File: src/rtl/pwm_ctrl_pkg.sv
// Shared definitions for the PWM duty sequencer: FSM encodings and default widths.
package pwm_ctrl_pkg;

  localparam int PWM_WIDTH  = 8;
  localparam int PWM_STEP_W = 4;
  localparam int PWM_HOLD_W = 8;

  typedef enum logic {
    ST_IDLE = 1'b0,
    ST_RAMP = 1'b1
  } ramp_state_e;

endpackage

File: src/rtl/pwm_ramp_step.sv
// Combinational saturating step: moves duty toward target by at most step
// (step 0 = jump straight there) without overshoot or wrap.
module pwm_ramp_step
  import pwm_ctrl_pkg::*;
#(
  parameter int WIDTH  = PWM_WIDTH,
  parameter int STEP_W = PWM_STEP_W
) (
  input  logic [WIDTH-1:0]  duty,
  input  logic [WIDTH-1:0]  target,
  input  logic [STEP_W-1:0] step,
  output logic [WIDTH-1:0]  next_duty,
  output logic              at_target
);

  logic [WIDTH:0] duty_x_s;
  logic [WIDTH:0] target_x_s;
  logic [WIDTH:0] step_x_s;
  logic [WIDTH:0] diff_s;
  logic [WIDTH:0] move_s;
  logic [WIDTH:0] next_x_s;
  logic           up_s;

  // Distance to target, clamped step, and the resulting duty in WIDTH+1 bits
  always_comb begin
    duty_x_s   = {1'b0, duty};
    target_x_s = {1'b0, target};
    step_x_s   = {{(WIDTH + 1 - STEP_W){1'b0}}, step};
    up_s       = (target_x_s > duty_x_s);
    if (up_s) begin
      diff_s = target_x_s - duty_x_s;
    end else begin
      diff_s = duty_x_s - target_x_s;
    end
    if ((step == {STEP_W{1'b0}}) || (step_x_s > diff_s)) begin
      move_s = diff_s;
    end else begin
      move_s = step_x_s;
    end
    if (up_s) begin
      next_x_s = duty_x_s + move_s;
    end else begin
      next_x_s = duty_x_s - move_s;
    end
    next_duty = next_x_s[WIDTH-1:0];
    at_target = (next_x_s == target_x_s);
  end

endmodule

File: src/rtl/pwm_ramp_ctrl.sv
// PWM duty sequencer: accepts ramp commands and walks duty_o toward the target,
// updating only at PWM period boundaries.
module pwm_ramp_ctrl
  import pwm_ctrl_pkg::*;
#(
  parameter int WIDTH  = PWM_WIDTH,
  parameter int STEP_W = PWM_STEP_W,
  parameter int HOLD_W = PWM_HOLD_W
) (
  input  logic              clk,
  input  logic              rst_i,
  input  logic              period_end_i,
  input  logic              abort_i,
  input  logic              cmd_valid_i,
  output logic              cmd_ready_o,
  input  logic [WIDTH-1:0]  cmd_target_i,
  input  logic [STEP_W-1:0] cmd_step_i,
  input  logic [HOLD_W-1:0] cmd_hold_i,
  output logic [WIDTH-1:0]  duty_o,
  output logic              busy_o,
  output logic              done_o
);

  ramp_state_e       state_r, state_s;
  logic [WIDTH-1:0]  duty_r, duty_s;
  logic [WIDTH-1:0]  target_r, target_s;
  logic [STEP_W-1:0] step_r, step_s;
  logic [HOLD_W-1:0] hold_r, hold_s;
  logic [HOLD_W-1:0] hold_cnt_r, hold_cnt_s;
  logic              done_r, done_s;
  logic [WIDTH-1:0]  next_duty_s;
  logic              at_target_s;

  pwm_ramp_step #(
    .WIDTH  (WIDTH),
    .STEP_W (STEP_W)
  ) u_step (
    .duty      (duty_r),
    .target    (target_r),
    .step      (step_r),
    .next_duty (next_duty_s),
    .at_target (at_target_s)
  );

  assign cmd_ready_o = (state_r == ST_IDLE) && !abort_i;
  assign duty_o      = duty_r;
  assign busy_o      = (state_r == ST_RAMP);
  assign done_o      = done_r;

  // State register and datapath registers
  always_ff @(posedge clk) begin
    if (rst_i) begin
      state_r    <= ST_IDLE;
      duty_r     <= {WIDTH{1'b0}};
      target_r   <= {WIDTH{1'b0}};
      step_r     <= {STEP_W{1'b0}};
      hold_r     <= {HOLD_W{1'b0}};
      hold_cnt_r <= {HOLD_W{1'b0}};
      done_r     <= 1'b0;
    end else begin
      state_r    <= state_s;
      duty_r     <= duty_s;
      target_r   <= target_s;
      step_r     <= step_s;
      hold_r     <= hold_s;
      hold_cnt_r <= hold_cnt_s;
      done_r     <= done_s;
    end
  end

  // Next-state logic; abort overrides everything, period_end_i in IDLE is ignored
  always_comb begin
    state_s    = state_r;
    duty_s     = duty_r;
    target_s   = target_r;
    step_s     = step_r;
    hold_s     = hold_r;
    hold_cnt_s = hold_cnt_r;
    done_s     = 1'b0;
    if (abort_i) begin
      state_s = ST_IDLE;
      duty_s  = {WIDTH{1'b0}};
    end else begin
      case (state_r)
        ST_IDLE: begin
          if (cmd_valid_i) begin
            target_s   = cmd_target_i;
            step_s     = cmd_step_i;
            hold_s     = cmd_hold_i;
            hold_cnt_s = cmd_hold_i;
            state_s    = ST_RAMP;
          end else begin
            state_s = ST_IDLE;
          end
        end
        ST_RAMP: begin
          if (!period_end_i) begin
            state_s = ST_RAMP;
          end else if (hold_cnt_r != {HOLD_W{1'b0}}) begin
            hold_cnt_s = hold_cnt_r - {{(HOLD_W - 1){1'b0}}, 1'b1};
          end else begin
            duty_s     = next_duty_s;
            hold_cnt_s = hold_r;
            if (at_target_s) begin
              done_s  = 1'b1;
              state_s = ST_IDLE;
            end else begin
              state_s = ST_RAMP;
            end
          end
        end
        default: begin
          state_s = ST_IDLE;
        end
      endcase
    end
  end

endmodule

File: config.mk
export PLATFORM = sky130hd
export DESIGN_NAME = pwm_ramp_ctrl
export DESIGN_NICKNAME = d
export VERILOG_FILES = /design/src/rtl/pwm_ctrl_pkg.sv /design/src/rtl/pwm_ramp_step.sv /design/src/rtl/pwm_ramp_ctrl.sv
export SDC_FILE = /design/constraint.sdc
export NUM_CORES = 1
export LEC_CHECK = 0
export CAP_MARGIN = 20
export CORE_MARGIN = 3
export CORE_UTILIZATION = 30
export CTS_BUF_LIST = sky130_fd_sc_hd__clkbuf_4 sky130_fd_sc_hd__clkbuf_8
export CTS_CLUSTER_DIAMETER = 200
export DETAILED_ROUTE_END_ITERATION = 7
export RECOVER_POWER = 25
export SYNTH_ARGS = -nofsm -noshare
export SYNTH_HDL_FRONTEND = slang
export SYNTH_SLANG_ARGS = --single-unit
File: constraint.sdc
create_clock -name clk -period 8.1 [get_ports clk]
set_input_delay 1.62 -clock clk [delete_from_list [all_inputs] [get_ports clk]]
set_output_delay 1.62 -clock clk [all_outputs]
set_load 0.05 [all_outputs]
==> flow_summary.yaml <==
placed_design:
  place_ws_ps: 1060
  place.gp.congestion: 0.917
  hpwl_mm: 7.83
  place_area_um2: 4010
  portBuffers: 35
  place_inst: 635
power_and_ir_drop:
  pwr-share-comb: 0.566
  seq_power_share: 0.267
  clkPwrFrac: 0.167
  netSwitchingFraction: 0.424
  ir_worst_vdd_mv: 0.0843
  p_total_uw: 772
  switching_power_uw: 327
  internal_power_uw: 445
  power_density_nw_per_um2: 188
  p_leak_nw: 1.60
clock_tree:
  cts_hold_buffers: 0
  numCtsBuffers: 5
  cts.clk_slew.worst_paths_ps: 80
  ctsResizeCount: 0
  postCtsSetupBuffers: 0
  root_buffer: "clkbuf_8"
  clock_sinks: 38
  worstSkewPairLatency_ps: 290
  htreeDepth: 2
  cts_tree: "done"
  ctsLongestPathBuffers: 2
route:
  dr.pass1.iters: 5
  met3_length_um: 575
  met2_length_mm: 4.48
  wl_met1_mm: 4.63
  drc: 0
  drt_iter0_markers: 233
  vias: 3536
  antenna_left: 0
  maxUsedRoutingLayer: "met4"
  wl_mm: 9.93
  vias_per_cell: 5.50
  avgRoutedWirePerCell_um: 15.4
cells_and_area:
  nNetsFinal: 558
  layout_common_cells: "81 x nand2_1, 44 x a21oi_1, 38 x dfxtp_1"
  syn_to_final_growth_pct: 14.7
  drive_gt1_frac: 0.0580
  finalInstanceArea_um2: 4110
  layout.cells.non_filler: 643
  final_common_cell: "nand2_1"
  multi_input_area_um2: 2600
  n_fill_cell: 1219
  n_antenna_cell: 0
  seq_area_um2: 761
  fin_util: 0.356
floorplanning:
  num_rows: 39
  core_area_um2: 11600
  die-height_um: 115
  ioPinCount: 36
  start_util: 0.310
  die_x_um: 115
  fp.dieArea_um2: 13300
global_route:
  grt_overflow_total: 0
  grt_pass1_vias: 3404
  grt_usage: 0.150
  grt_antenna_before_repair: 0
  grt_pass1_wl_mm: 16.5
  grt_max_degree: 30
yosys:
  syn_nets: 536
  seq_area_frac_synth: 0.212
  synth_edf_count: 0
  syn_area_um2: 3580
  yosysUniqueCellTypes: 70
  synth-main-ff-cell: "dfxtp_1"
  ys_warn_count: 0
  ys_async_sr_fraction: 0
  synth.avg_cell_area_um2: 7.50
  synth-seq-cells: 38
  syn-instance-count: 478
sta:
  fin_skew_ps: 8.56
  max_slew_margin: 0.299
  setup_tns_ps: 0
  max_slew.worst_pin.slew_ps: 1050
  fmax_ghz: 0.141
  rsz0062_at_grt: "false"
  final.setup.worst_slack_ps: 1010
  setup_violations: 0
  min_period_ps: 7090
  hold_viol_final: 0
  slew_viol_final: 0
  holdWs_ps: 457
  min_period_over_period: 0.876
hold_path:
  hold_class: "reg2reg"
critical_path:
  crit_path_max_fanout: 17
  start_kind: "register"
  required_ps: 8330
  endpoint_kind: "register"
  crit_type: "reg2reg"
  cpPeakStageDelay_ps: 500
  arrival_ps: 7330
  slowest_stage: "ha_1"
flow_run:
  cap_violations: 0
run_status:
  status: "finished clean"
-- cells in the mapped netlist, types with 3 or more instances --
cell	instances	area share
and4_1	3	0.0073
fa_1	3	0.017
inv_1	30	0.031
a211oi_1	14	0.029
a21oi_1	44	0.061
o211ai_1	8	0.017
xnor2_1	14	0.034
buf_2	3	0.0042
and3_1	5	0.0087
nor2b_1	5	0.0087
nor3_1	7	0.0098
ha_1	30	0.10
a211o_1	3	0.0073
o21a_1	4	0.0084
mux2i_1	12	0.034
or3_1	4	0.0070
nand4_1	4	0.0070
nand3_1	9	0.013
and2_1	4	0.0070
o21ai_0	20	0.028
nand3b_1	4	0.0084
dfxtp_1	38	0.21
nand2_1	81	0.085
nor2_1	33	0.035
nand2b_1	7	0.012
a21o_1	8	0.017
clkbuf_1	13	0.014
xor2_1	9	0.022
-- cells by family after synthesis --
| kind of cell | count (synthesis) | synth area share |
|---|---|---|
| compound gates | 137 | 0.262 |
| xor+xnor | 24 | 0.0607 |
| fa+ha+maj | 33 | 0.121 |
| buf+inv | 52 | 0.0618 |
| flops | 38 | 0.212 |
| mux | 14 | 0.0398 |
| simple gates | 180 | 0.242 |
-- layer usage --
| layer | GRT usage | vias to the layer above |
|---|---|---|
| met4 | 0.0524 | 0 |
| met3 | 0.0168 | 24 |
| li1 | - | 1743 |
| met5 | 0 | - |
| met1 | 0.207 | 1637 |
| met2 | 0.241 | 132 |
-- power by group through the flow --
stage               sequential (mW)  clock [mW]  combinational, mW
CTS                           0.206       0.133              0.431
finish                        0.206       0.129              0.437
global route                  0.207       0.143              0.484
global placement              0.210           0              0.424
floorplan                     0.208           0              0.344
detailed placement            0.210           0              0.428
-- critical path: cells and delay by family (launching register included) --
kind | cells | cell delay, ps
AOI/OAI and AO/OA | 14 | 3040
xor gates and xnor gates | 2 | 340
adders and majority gates | 4 | 1540
buffers and inverters | 3 | 220
DFF | 1 | 400
muxes | 1 | 300
and+or+nand+nor | 8 | 1220
-- registers in the layout, summed over array words and instances (netlist names) --
| name | count |
|---|---|
| duty_o | 8 |
| hold_cnt_r | 8 |
| hold_r | 8 |
| target_r | 8 |
| step_r | 4 |
| busy_o | 1 |
| done_o | 1 |
-- area by class of cell --
class | count | area share
clock buffers | 6 | 0.0186
clock inverters | 1 | 0.00183
inverters | 30 | 0.0274
multi-input cells | 388 | 0.633
flip-flops and latches | 38 | 0.185
well taps | 143 | 0.0435
repair buffers | 37 | 0.0907
-- final timing paths --
kind	startpoint	to	slack, ps	cells past startpoint
min	hold_r[4]	hold_r[4]	460	2
max	duty_o[6]	done_o	1010	32
max reg2reg	duty_o[6]	done_o	1010	32
min reg2reg	hold_r[4]	hold_r[4]	460	2
Note: power is estimated with default switching activity, not from simulation.
==> variant 1 (config.mk and constraints unchanged) <==
Add an input register stage for `period_end_i` and `cmd_target_i`, cleared by the reset; this delays them by one clock. The other inputs are not delayed to match.
--- a/src/rtl/pwm_ramp_ctrl.sv
+++ b/src/rtl/pwm_ramp_ctrl.sv
@@ -20,6 +20,19 @@
   output logic              busy_o,
   output logic              done_o
 );
+
+  logic period_end_q;
+  logic [WIDTH-1:0] cmd_target_q;
+
+  always_ff @(posedge clk) begin
+    if (rst_i) begin
+      period_end_q <= '0;
+      cmd_target_q <= '0;
+    end else begin
+      period_end_q <= period_end_i;
+      cmd_target_q <= cmd_target_i;
+    end
+  end
 
   ramp_state_e       state_r, state_s;
   logic [WIDTH-1:0]  duty_r, duty_s;
@@ -84,7 +97,7 @@
       case (state_r)
         ST_IDLE: begin
           if (cmd_valid_i) begin
-            target_s   = cmd_target_i;
+            target_s   = cmd_target_q;
             step_s     = cmd_step_i;
             hold_s     = cmd_hold_i;
             hold_cnt_s = cmd_hold_i;
@@ -94,7 +107,7 @@
           end
         end
         ST_RAMP: begin
-          if (!period_end_i) begin
+          if (!period_end_q) begin
             state_s = ST_RAMP;
           end else if (hold_cnt_r != {HOLD_W{1'b0}}) begin
             hold_cnt_s = hold_cnt_r - {{(HOLD_W - 1){1'b0}}, 1'b1};
Behaviour: not the same (Yosys sat finds a counterexample within 4 cycles, from zero or initial values and one cycle with rst_i high).
==> variant 1 against the original RTL <==
Critical path depth shrank 2; setup slack got worse by 190 ps; synthesized area rose by 4.1%; combinational power decreased by 11%; routed wire length decreased by 1.1%; sequential cell count grew 9; power grew 1.2%; largest power group unchanged; cell area increased by 4.6%; core utilization fell by 0.055 points.
==> variant 1: results (changes against the original RTL) <==
| Metric | Value |
|---|---|
| Status | finished, final reports clean (unchanged) |
| Worst Path Arrival | 7480 ps (was 7330 ps) |
| XOR/XNOR Fraction of Synth Area | 6.34% (was 6.07%) |
| Netlist cell types | 59 (was 70) |
| HPWL Detailed | 7770 um (was 7830 um) |
| Leakage Power | 0.00167 uW (was 0.00160 uW) |
| Share of layout cells above drive strength 1 | 3.85% (was 5.80%) |
| CP Class | reg -> reg (unchanged) |
| Top cells by instance count after synthesis | nand2_1, a21oi_1, dfxtp_1 (unchanged) |
| CP startpoint | duty_o[5] (was duty_o[6]) |
| Length of routed met2 wiring | 4540 um (was 4480 um) |
| DR WL/cell | 14.3 um (was 15.4 um) |
| Met3 Usage GRT | 1.78% (was 1.68%) |
| Met2 Track Usage GR | 23.9% (was 24.1%) |
| GRT Total Usage | 14.1% (was 15.0%) |
| Filler instances | 1314 (was 1219) |
| Initial drt markers | 173 (was 233) |
| Vias | 3542 (was 3536) |
| Place WS | 982 ps (was 1060 ps) |
| DR vias/cell | 5.16 (was 5.50) |
| GPL Wtd Cong | 0.883 (was 0.917) |
| Clock transition at the registers of the reported paths | 80 ps (about the same) |
| DP Cell Count | 680 (was 635) |
| VDD IR-drop max | 0.123 mV (was 0.0843 mV) |
| Fmax | 0.137 GHz (was 0.141 GHz) |
| Largest stage delay on the critical path | 610 ps (was 500 ps) |
| Critical path capture point | busy_o (was done_o) |
| Mux cell area share after synthesis | 2.41% (was 3.98%) |
| Total Nets Final | 577 (was 558) |
| WL met1 | 4650 um (was 4630 um) |
| Slew Limit Headroom | 30.3% (was 29.9%) |
| Highest Signal Layer | met4 (unchanged) |
| Slowest stage cell, crit path | o21ai_1 (was ha_1) |
| Largest net degree at the start of global routing | 23 (was 30) |
| Worst r2r src | duty_o[5] (was duty_o[6]) |
| Vias in the first global route | 3381 (was 3404) |
| Synth area leaders | dfxtp_1, ha_1, nand2_1, a21oi_1, xnor2_1 (was dfxtp_1, ha_1, nand2_1, a21oi_1, nor2_1) |
| Met1 Use GR | 18.8% (was 20.7%) |
| CP max FO | 15 (was 17) |
| Synth Area per Inst | 7.48 um2 (was 7.50 um2) |
| Final Skew | 10.1 ps (was 8.56 ps) |
| DR WL met3 | 418 um (was 575 um) |
| Worst R2R Path Depth | 30 (was 32) |
| First-pass GRT wire length | 16600 um (was 16500 um) |
variant 1: changes by cell type after synthesis, sizes merged, moves of 4 or more:
cell    delta
dfxtp      +9
nand2      -7
nor2       +6
xnor2      +6
a21o       +5
nor2b      +5
nor3       +5
o31ai      +5
or2        +5
clkbuf     +4
o211ai     -4
variant 1: worst max-delay path: cells and delay by family, from the launching register on:
kind                       cells  cell delay, ps
AOI/OAI and AO/OA             13            3120
xor gates and xnor gates       3             550
adders and majority gates      4            1370
buffers and inverters          3             320
DFF                            1             400
and+or+nand+nor                7            1440
variant 1: per-stage QoR:
stage,power (uW),instance area [um2]
CTS,783,4300
global placement,639,4220
finish,782,4300
detailed placement,640,4220
global route,840,4300
floorplan,554,3730
variant 1: area by class of cell:
| cell class | count | share of cell area [%] |
|---|---|---|
| clock buffer | 6 | 1.92 |
| multi-input combinational | 395 | 59.8 |
| inverter | 32 | 2.79 |
| clock inverter | 1 | 0.116 |
| sequential | 47 | 21.9 |
| tap | 168 | 4.89 |
| timing repair buffer | 38 | 8.59 |
variant 1: how the worst min path moves through the flow:
| stage | slack (ps) | start | cells after the start | to |
|---|---|---|---|---|
| global placement | 420 | cmd_target_q[3] | 2 | target_r[3] |
| finish | 440 | cmd_target_q[1] | 2 | target_r[1] |
| global route | 450 | cmd_target_q[4] | 2 | target_r[4] |
| CTS | 440 | cmd_target_q[1] | 2 | target_r[1] |
| detailed placement | 430 | cmd_target_q[6] | 2 | target_r[6] |
| floorplan | 420 | cmd_target_q[4] | 2 | target_r[4] |
variant 1: power breakdown:
| group | leakage [uW] | switching, uW | internal (uW) | total, uW |
|---|---|---|---|---|
| Sequential | 0.000385 | 10.9 | 241 | 252 |
| Combinational | 0.00123 | 224 | 165 | 389 |
| Clock | 0.0000470 | 73.9 | 67.1 | 141 |
==> variant 2 (same settings) <==
Made on the original files. `PWM_WIDTH`: 8 -> 12.
--- a/src/rtl/pwm_ctrl_pkg.sv
+++ b/src/rtl/pwm_ctrl_pkg.sv
@@ -1,7 +1,7 @@
 // Shared definitions for the PWM duty sequencer: FSM encodings and default widths.
 package pwm_ctrl_pkg;
 
-  localparam int PWM_WIDTH  = 8;
+  localparam int PWM_WIDTH  = 12;
   localparam int PWM_STEP_W = 4;
   localparam int PWM_HOLD_W = 8;
 
Interface: changed (resized cmd_target_i and duty_o); port bits go from 36 to 44. No check against the original RTL was run, so the function may have changed too.
==> variant 2 against the original RTL <==
Setup slack got worse by 360 ps; power grew 43%; final cell count grew 43%; synthesized area rose by 38%; routed wire length increased by 47%; cell area increased by 39%; sequential cell count rose by 8.
==> variant 2: results (changes against the original RTL) <==
| Metric | Value |
|---|---|
| Status | finished, final reports clean (unchanged) |
| Mux cell area share after synthesis | 4.07% (was 3.98%) |
| Synth Area in Compound Gates | 25.8% (was 26.2%) |
| WL met1 | 7330 um (was 4630 um) |
| Share of layout cells above drive strength 1 | 9.49% (was 5.80%) |
| WL final | 14500 um (was 9930 um) |
| DR WL/cell | 15.8 um (was 15.4 um) |
| Initial antenna violation count | 0 (unchanged) |
| Total Nets Final | 780 (was 558) |
| Crit path max-delay family | compound AO/OA/AOI/OAI gates (unchanged) |
| Mapped Nets | 746 (was 536) |
| XOR/XNOR Fraction of Synth Area | 8.57% (was 6.07%) |
| Length of routed met2 wiring | 6410 um (was 4480 um) |
| First-pass GRT wire length | 23300 um (was 16500 um) |
| Hold Path Class | reg -> reg (unchanged) |
| Worst-skew pair later-pin latency | 310 ps (was 290 ps) |
| GRT Total Usage | 15.8% (was 15.0%) |
| Met1 Use GR | 23.5% (was 20.7%) |
| Vias | 4792 (was 3536) |
| Final Skew | 17.1 ps (was 8.56 ps) |
| CP max FO | 9 (was 17) |
| Top cells by instance count after synthesis | nand2_1, a21oi_1, nor2_1 (was nand2_1, a21oi_1, dfxtp_1) |
| HPWL Detailed | 11500 um (was 7830 um) |
| Pre-antenna DRT Iters | 5 (unchanged) |
| VDD IR-drop max | 0.0898 mV (was 0.0843 mV) |
| Total grt overflow | 0 (unchanged) |
| # resized after CTS | 0 (unchanged) |
| Sequential-to-total area share from yosys stat | 18.6% (was 21.2%) |
| Synth area leaders | dfxtp_1, ha_1, nand2_1, a21oi_1, nor2_1 (unchanged) |
| Largest stage delay on the critical path | 450 ps (was 500 ps) |
| Ys flop type | dfxtp_1 (unchanged) |
| H-tree Lvls | 2 (unchanged) |
| Clock Tree Root | clkbuf_8 (unchanged) |
| Worst Path Arrival | 7660 ps (was 7330 ps) |
| Met2 Track Usage GR | 24.9% (was 24.1%) |
| Syn Inst Count | 671 (was 478) |
| Num CTS Buffers | 5 (unchanged) |
| Vias in the first global route | 4404 (was 3404) |
| Highest Signal Layer | met4 (unchanged) |
| Largest net degree at the start of global routing | 34 (was 30) |
| Sequential share of power | 22.4% (was 26.7%) |
| Filler instances | 1754 (was 1219) |
| Met3 Usage GRT | 1.69% (was 1.68%) |
| Leakage Power | 0.00221 uW (was 0.00160 uW) |
| Ys async rst share | 0% (unchanged) |
| Net Sw Power | 505 uW (was 327 uW) |
| TNS Setup | 0 ps (unchanged) |
| DR WL met3 | 700 um (was 575 um) |
| Clock transition at the registers of the reported paths | 100 ps (was 80 ps) |
| Worst-margin pin slew | 1420 ps (was 1050 ps) |
| Slowest stage cell, crit path | dfxtp_2 (was ha_1) |
| Synthesized-area fraction occupied by adder cells | 12.1% (about the same) |
| Port bufs | 43 (was 35) |
| Gate power share | 63.9% (was 56.6%) |
| Netlist cell types | 79 (was 70) |
| Initial drt markers | 350 (was 233) |
| GPL Wtd Cong | 0.896 (was 0.917) |
| DP Cell Count | 913 (was 635) |
-- variant 2: worst paths after layout --
path              startpoint   endpoint  slack [ps]  cells past startpoint
setup reg to reg   duty_o[1]     busy_o         650                     35
setup / recovery   duty_o[1]     busy_o         650                     35
hold reg to reg    hold_r[4]  hold_r[4]         460                      2
hold / removal     hold_r[4]  hold_r[4]         460                      2
-- variant 2: metrics by stage --
step | setup WS, ps | power [uW] | utilization (%) | area [um2]
after floorplan | 681 | 807 | - | 4950
after global placement | 422 | 942 | 35.0 | 5600
after detailed placement | 168 | 939 | 35.0 | 5600
after CTS | 115 | 1100 | 35.6 | 5690
after global routing | 30.9 | 1190 | 35.8 | 5720
final | 650 | 1100 | 35.8 | 5720
-- variant 2: cell type report --
cell class / count / area share, %
clock buffer: 5 / 1.20
clock inverter: 3 / 0.415
inverter: 43 / 2.82
multi-input combinational: 545 / 64.5
sequential: 46 / 16.1
tap: 216 / 4.72
timing repair buffer: 64 / 10.2
